`src/rtl/spi_xfer_arbiter_if.sv`:
```
// Byte handshake between the frame arbiter and the single-CS SPI master.
// The master modport is the arbiter side; the slave modport is the SPI master side.
interface spi_xfer_arbiter_if;
  logic [7:0] o_tx_byte;
  logic       o_tx_dv;
  logic [2:0] o_tx_count;
  logic       i_tx_ready;
  logic       i_rx_dv;
  logic [7:0] i_rx_byte;

  modport master (output o_tx_byte, o_tx_dv, o_tx_count,
                  input  i_tx_ready, i_rx_dv, i_rx_byte);
  modport slave  (input  o_tx_byte, o_tx_dv, o_tx_count,
                  output i_tx_ready, i_rx_dv, i_rx_byte);
endinterface

```
`src/rtl/spi_xfer_arbiter.sv`:
```
// Round-robin share of one SPI master between two 4-byte frame requesters.
// Optional byte timeout compiled in with SPI_ARB_TIMEOUT_EN.
module spi_xfer_arbiter #(
  parameter int NUM_BYTES    = 4,
  parameter int TIMEOUT_CLKS = 4096
) (
  input  logic               clk40M,
  input  logic               nRst,
  input  logic               req0,
  input  logic [31:0]        frame0,
  output logic               gnt0,
  output logic               done0,
  input  logic               req1,
  input  logic [31:0]        frame1,
  output logic               gnt1,
  output logic               done1,
  output logic [31:0]        rdata,
  output logic               err,
  output logic               busy,
  spi_xfer_arbiter_if.master spi
);
  localparam logic [1:0] LAST_IDX = 2'(NUM_BYTES - 1);
  localparam logic [2:0] NB       = 3'(NUM_BYTES);

  typedef enum logic [1:0] {IDLE, SEND, WAIT, DONE} state_t;
  state_t state, state_nx;

  logic [31:0] frame_q, shadow, rdata_q;
  logic [1:0]  idx;
  logic [2:0]  rx_cnt;
  logic        owner, last, wait_first, win1, tx_dv, abort, byte_ok;

  // On a tie the requester not served last wins; last=1 after reset favours req0.
  assign win1    = req1 & (~req0 | ~last);
  // The master needs a cycle to drop ready after a strobe.
  assign byte_ok = ~wait_first & spi.i_tx_ready;

`ifdef SPI_ARB_TIMEOUT_EN
  logic [12:0] to_cnt;
  logic        aborted;

  always_ff @(posedge clk40M or negedge nRst) begin
    if (!nRst) begin
      to_cnt  <= '0;
      aborted <= 1'b0;
    end else begin
      if (tx_dv || state == IDLE || state == DONE) to_cnt <= '0;
      else                                         to_cnt <= to_cnt + 13'd1;
      if (state == IDLE) aborted <= 1'b0;
      else if (abort)    aborted <= 1'b1;
    end
  end

  assign abort = (state == SEND || state == WAIT) && (to_cnt == 13'(TIMEOUT_CLKS));
  assign err   = (state == DONE) & aborted;
`else
  assign abort = 1'b0;
  assign err   = 1'b0;
`endif

  always_comb begin
    state_nx = state;
    tx_dv    = 1'b0;
    case (state)
      IDLE: if (req0 | req1) state_nx = SEND;
      SEND: begin
        if (abort) state_nx = DONE;
        else if (spi.i_tx_ready) begin
          tx_dv    = 1'b1;
          state_nx = WAIT;
        end
      end
      WAIT: begin
        if (abort)        state_nx = DONE;
        else if (byte_ok) state_nx = (idx == LAST_IDX) ? DONE : SEND;
      end
      default: state_nx = IDLE;
    endcase
  end

  always_ff @(posedge clk40M or negedge nRst) begin
    if (!nRst) begin
      state      <= IDLE;
      frame_q    <= '0;
      shadow     <= '0;
      rdata_q    <= '0;
      idx        <= '0;
      rx_cnt     <= '0;
      owner      <= 1'b0;
      last       <= 1'b1;
      wait_first <= 1'b0;
      gnt0       <= 1'b0;
      gnt1       <= 1'b0;
    end else begin
      state      <= state_nx;
      wait_first <= tx_dv;
      gnt0       <= 1'b0;
      gnt1       <= 1'b0;
      if (state == IDLE) begin
        if (req0 | req1) begin
          frame_q <= win1 ? frame1 : frame0;
          owner   <= win1;
          last    <= win1;
          gnt0    <= ~win1;
          gnt1    <= win1;
          shadow  <= '0;  // bytes never received on abort read as zero
        end
        idx    <= '0;
        rx_cnt <= '0;
      end else begin
        if (state == WAIT && byte_ok && idx != LAST_IDX) idx <= idx + 2'd1;
        if (spi.i_rx_dv && rx_cnt < NB) begin
          shadow[{rx_cnt[1:0], 3'b000} +: 8] <= spi.i_rx_byte;
          rx_cnt <= rx_cnt + 3'd1;
        end
        if (state == DONE) rdata_q <= shadow;
      end
    end
  end

  // The shadow is presented directly in DONE so rdata is valid alongside doneN.
  assign rdata          = (state == DONE) ? shadow : rdata_q;
  assign done0          = (state == DONE) & ~owner;
  assign done1          = (state == DONE) & owner;
  assign busy           = (state != IDLE);
  assign spi.o_tx_dv    = tx_dv;
  assign spi.o_tx_byte  = tx_dv ? frame_q[{idx, 3'b000} +: 8] : 8'h00;
  assign spi.o_tx_count = NB;
endmodule

```
`src/flat_wrapper.sv`:
```
// flat-port wrapper written by rule: the top's interface ports become plain ports
module spi_xfer_arbiter_flat 
#(
  parameter int NUM_BYTES    = 4,
  parameter int TIMEOUT_CLKS = 4096
)
  (clk40M, nRst, req0, frame0, gnt0, done0, req1, frame1, gnt1, done1, rdata, err, busy, spi_o_tx_byte, spi_o_tx_dv, spi_o_tx_count, spi_i_tx_ready, spi_i_rx_dv, spi_i_rx_byte);
  spi_xfer_arbiter_if spi_i ();
  input  logic clk40M;
  input  logic nRst;
  input  logic req0;
  input  logic [31:0] frame0;
  output logic gnt0;
  output logic done0;
  input  logic req1;
  input  logic [31:0] frame1;
  output logic gnt1;
  output logic done1;
  output logic [31:0] rdata;
  output logic err;
  output logic busy;
  output wire logic [$bits(spi_i.o_tx_byte)-1:0] spi_o_tx_byte;
  output wire logic [$bits(spi_i.o_tx_dv)-1:0] spi_o_tx_dv;
  output wire logic [$bits(spi_i.o_tx_count)-1:0] spi_o_tx_count;
  input wire logic [$bits(spi_i.i_tx_ready)-1:0] spi_i_tx_ready;
  input wire logic [$bits(spi_i.i_rx_dv)-1:0] spi_i_rx_dv;
  input wire logic [$bits(spi_i.i_rx_byte)-1:0] spi_i_rx_byte;
  assign spi_o_tx_byte = spi_i.o_tx_byte;
  assign spi_o_tx_dv = spi_i.o_tx_dv;
  assign spi_o_tx_count = spi_i.o_tx_count;
  assign spi_i.i_tx_ready = spi_i_tx_ready;
  assign spi_i.i_rx_dv = spi_i_rx_dv;
  assign spi_i.i_rx_byte = spi_i_rx_byte;
  spi_xfer_arbiter #(.NUM_BYTES(NUM_BYTES), .TIMEOUT_CLKS(TIMEOUT_CLKS)) u_core (.clk40M(clk40M), .nRst(nRst), .req0(req0), .frame0(frame0), .gnt0(gnt0), .done0(done0), .req1(req1), .frame1(frame1), .gnt1(gnt1), .done1(done1), .rdata(rdata), .err(err), .busy(busy), .spi(spi_i));
endmodule
```
`config.mk`:
```
export PLATFORM = sky130hd
export DESIGN_NAME = spi_xfer_arbiter_flat
export DESIGN_NICKNAME = d
export VERILOG_FILES = /design/src/rtl/spi_xfer_arbiter_if.sv /design/src/rtl/spi_xfer_arbiter.sv /design/src/flat_wrapper.sv
export SDC_FILE = /design/constraint.sdc
export NUM_CORES = 1
export LEC_CHECK = 0
export CAP_MARGIN = 10
export CORE_MARGIN = 5
export CORE_UTILIZATION = 51
export DETAILED_ROUTE_END_ITERATION = 16
export PLACE_DENSITY = 0.93
export REMOVE_ABC_BUFFERS = 1
export SLEW_MARGIN = 20
export SYNTH_ARGS = -nofsm -noshare
export SYNTH_HDL_FRONTEND = slang
export SYNTH_SLANG_ARGS = --single-unit
```
`constraint.sdc`:
```
create_clock -name clk40M -period 2.3 [get_ports clk40M]
set_input_delay 0.46 -clock clk40M [delete_from_list [all_inputs] [get_ports clk40M]]
set_output_delay 0.46 -clock clk40M [all_outputs]
set_load 0.01 [all_outputs]
```
==> results of run 1 <==
power by group:
group          switching (mW)  internal, mW
Sequential              0.317          2.37
Combinational            1.75          1.77
Clock                   0.691         0.519
kinds of logic (layout without fill, tap and decap cells):
logic type | Yosys count | count (layout) | synth area share
buffers and inverters | 53 | 179 | 0.0523
AO/OA/AOI/OAI | 109 | 109 | 0.167
other | 2 | 4 | 0.00134
flip-flops | 108 | 108 | 0.483
AND/OR/NAND/NOR | 135 | 135 | 0.118
adder cells (fa/ha/maj) | 6 | 6 | 0.0134
XOR/XNOR | 2 | 2 | 0.00313
multiplexers | 72 | 72 | 0.161
layer usage:
metal | track usage | vias to the layer above | share of wire
li1 | - | 2062 | -
met1 | 0.311 | 2295 | 0.42
met2 | 0.393 | 152 | 0.51
met3 | 0.0489 | 38 | 0.044
met4 | 0.106 | 0 | 0.030
met5 | 0 | - | 0
how the worst max path moves through the flow:
| stage | cells after the start | startpoint | end | slack, ns |
|---|---|---|---|---|
| floorplan | 2 | u_core.state[1] | rdata[0] | -0.50 |
| global placement | 5 | spi_i_tx_ready | spi_o_tx_byte[0] | -0.02 |
| detailed placement | 5 | spi_i_tx_ready | spi_o_tx_byte[3] | -0.07 |
| CTS | 5 | u_core.idx[0] | spi_o_tx_byte[6] | -0.08 |
| global route | 5 | u_core.idx[0] | spi_o_tx_byte[1] | -0.03 |
| finish | 5 | u_core.idx[0] | spi_o_tx_byte[3] | 0.03 |
layout make-up:
cell class	count	area (um2)
multi-input combinational	328	2630
inverter	5	18.8
fill	767	3450
tap	140	175
timing repair buffer	158	1610
clock buffer	9	124
sequential	108	2710
clock inverter	7	80.1
flip-flops by register name, indices dropped and copies added (netlist names):
name and flops:
u_core.state 2, u_core.gnt1 1, u_core.shadow 32, u_core.frame_q 32
u_core.rx_cnt 3, u_core.wait_first 1, u_core.last 1, u_core.idx 2
u_core.rdata_q 32, u_core.gnt0 1, u_core.owner 1
worst reg2reg max path, stage by stage, from the launching register on:
cell,delay [ns]
dfrtp_1,0.53
inv_1,0.14
ha_1,0.37
nand3b_1,0.20
nor3_2,0.41
a32o_1,0.21
timing repair:
item                       CTS  global route
cloned                       3             2
setup buffers                8             1
setup endpoints to repair   40            17
pin swaps                    0             1
resized for setup           68            12
Yosys cell counts, drive strengths merged:
| library cell | number | area [um2] |
|---|---|---|
| a211oi | 32 | 240 |
| a21bo | 1 | 10.0 |
| a21boi | 1 | 11.3 |
| a21o | 2 | 15.0 |
| a21oi | 3 | 15.0 |
| a22o | 2 | 17.5 |
| a2bb2oi | 32 | 280 |
| a31o | 1 | 8.76 |
| a31oi | 1 | 6.26 |
| a32o | 32 | 320 |
| and2b | 1 | 7.51 |
| and3 | 1 | 6.26 |
| buf | 36 | 226 |
| clkbuf | 12 | 47.6 |
| conb | 2 | 7.51 |
| dfrtp | 107 | 2680 |
| dfstp | 1 | 26.3 |
| ha | 6 | 75.1 |
| inv | 5 | 18.8 |
| mux2 | 64 | 721 |
| mux4 | 8 | 180 |
| nand2 | 68 | 255 |
| nand2b | 2 | 12.5 |
| nand3 | 4 | 20.0 |
| nand3b | 3 | 22.5 |
| nor2 | 9 | 55.1 |
| nor2b | 8 | 50.1 |
| nor3 | 34 | 170 |
| nor4b | 4 | 53.8 |
| o21ai | 2 | 10.0 |
| or3b | 1 | 8.76 |
| xnor2 | 2 | 17.5 |
stage by stage:
step           hold WS, ns  cell area (um2)  power, mW  worst slack [ns]
2_1_floorplan        0.164             5330       4.70            -0.504
3_3_place_gp         0.445             7000       5.86           -0.0202
3_5_place_dp         0.451             7000       6.00           -0.0655
4_1_cts            0.00879             7290       7.35           -0.0768
5_1_grt             0.0206             7340       7.84           -0.0332
6_report            0.0139             7340       7.41            0.0342
==> impl_metrics.yaml, run 1 <==
routing:
  drt-initial-drc-count: 308
  finalWirelength_um: 15500
  wl_per_cell_um: 20.6
  vias_per_cell: 6.02
  first_pass_iters: 5
  drc: 0
  postRouteAntennaNets: 0
  dr_total_vias: 4547
sta:
  setup_tns_ns: 0
  fin_crit_sh: 0.985
  setup_viol: 0
  final-hold-violation-count: 0
  relSlewSlack: 0.644
  tightest_slew_ns: 0.527
  fmax_mhz: 441
  layout_min_cycle_time_ns: 2.27
  fin_worst_skew_ns: 0.0151
  slew_viol_final: 0
  rsz0062_at_grt: "yes"
floorplanning:
  dieArea_um2: 13200
  floorplan.initialDensity: 0.518
  rows: 38
  die_h_um: 115
  pin_count: 128
  die_width_um: 115
  core_area_um2: 10800
synthesis:
  syn_area_um2: 5590
  synth_cell_types: 41
  seq_area_frac_synth: 0.483
  syn_inst: 487
  ys_ff_latch: 108
  ys_warn_count: 0
  avgSynthCellArea_um2: 11.5
clock_tree:
  clk_pin_slew_ns: 0.11
  cts-buffers-inserted: 9
  cts_sinks: 108
  holdBufCountCts: 0
  clk_latency_ns: 0.39
  h-tree-depth: 3
  cts_tree: "built"
  root_buffer: "clkbuf_8"
  cts_buffer_depth: 2
global_route:
  grt_pass1_wl_um: 24800
  grt_pass1_vias: 4817
  antenna_found_initial: 0
  grt_overflow: 0
  grt_max_degree: 45
  grt_usage: 0.240
critical_path:
  crit_buf_inv: 3
  cp_max_fo: 5
  path_class: "reg -> out"
  worst-r2r-setup-slack_ns: 0.36
  r2r-end: "u_core.shadow[26]"
  endpoint_kind: "output pin"
  cp.required_ns: 1.84
  startpoint_type: "flip-flop"
  critPathSlowestCell: "mux4_2"
  rr_startpoint: "u_core.rx_cnt[0]"
  crit_family: "multiplexers"
  path_cells: "buf_4, buf_12, mux4_2, nor2b_1, buf_2"
  worstPathArrival_ns: 1.81
  reg2reg_depth: 5
  max_stage_delay_ns: 0.50
pwr:
  leakage_nw: 3.38
  max-vdd-ir-drop_mv: 0.827
  p_per_area_nw_per_um2: 1010
layout:
  nets: 694
  final_cell_mix: "dfrtp_1 (106), clkdlybuf4s50_1 (81), nand2_1 (67), mux2_2 (64), nor3_1 (33)"
  finalNonFillerCells: 755
  layout_commonest_cell: "dfrtp_1"
  syn_to_final_growth_pct: 31.3
  n_antenna_cell: 0
  layout-drive-gt1-share: 0.242
  utilization: 0.681
outcome:
  status: "completed"
placement:
  port_buffers: 123
  dp_hpwl_um: 10400
  dp_cells: 726
  globalplace.congestion: 0.871
worst_hold_path:
  min-delay-path-class: "in -> async"
job:
  drv_cap: 0
Note: power is estimated with default switching activity, not from simulation.
==> run 2, diff against run 1 <==
ABC_CLOCK_PERIOD_IN_PS = 2300   (was default)
==> results of run 2 <==
The final DEF is identical to that of run 1; final timing and power are the same.
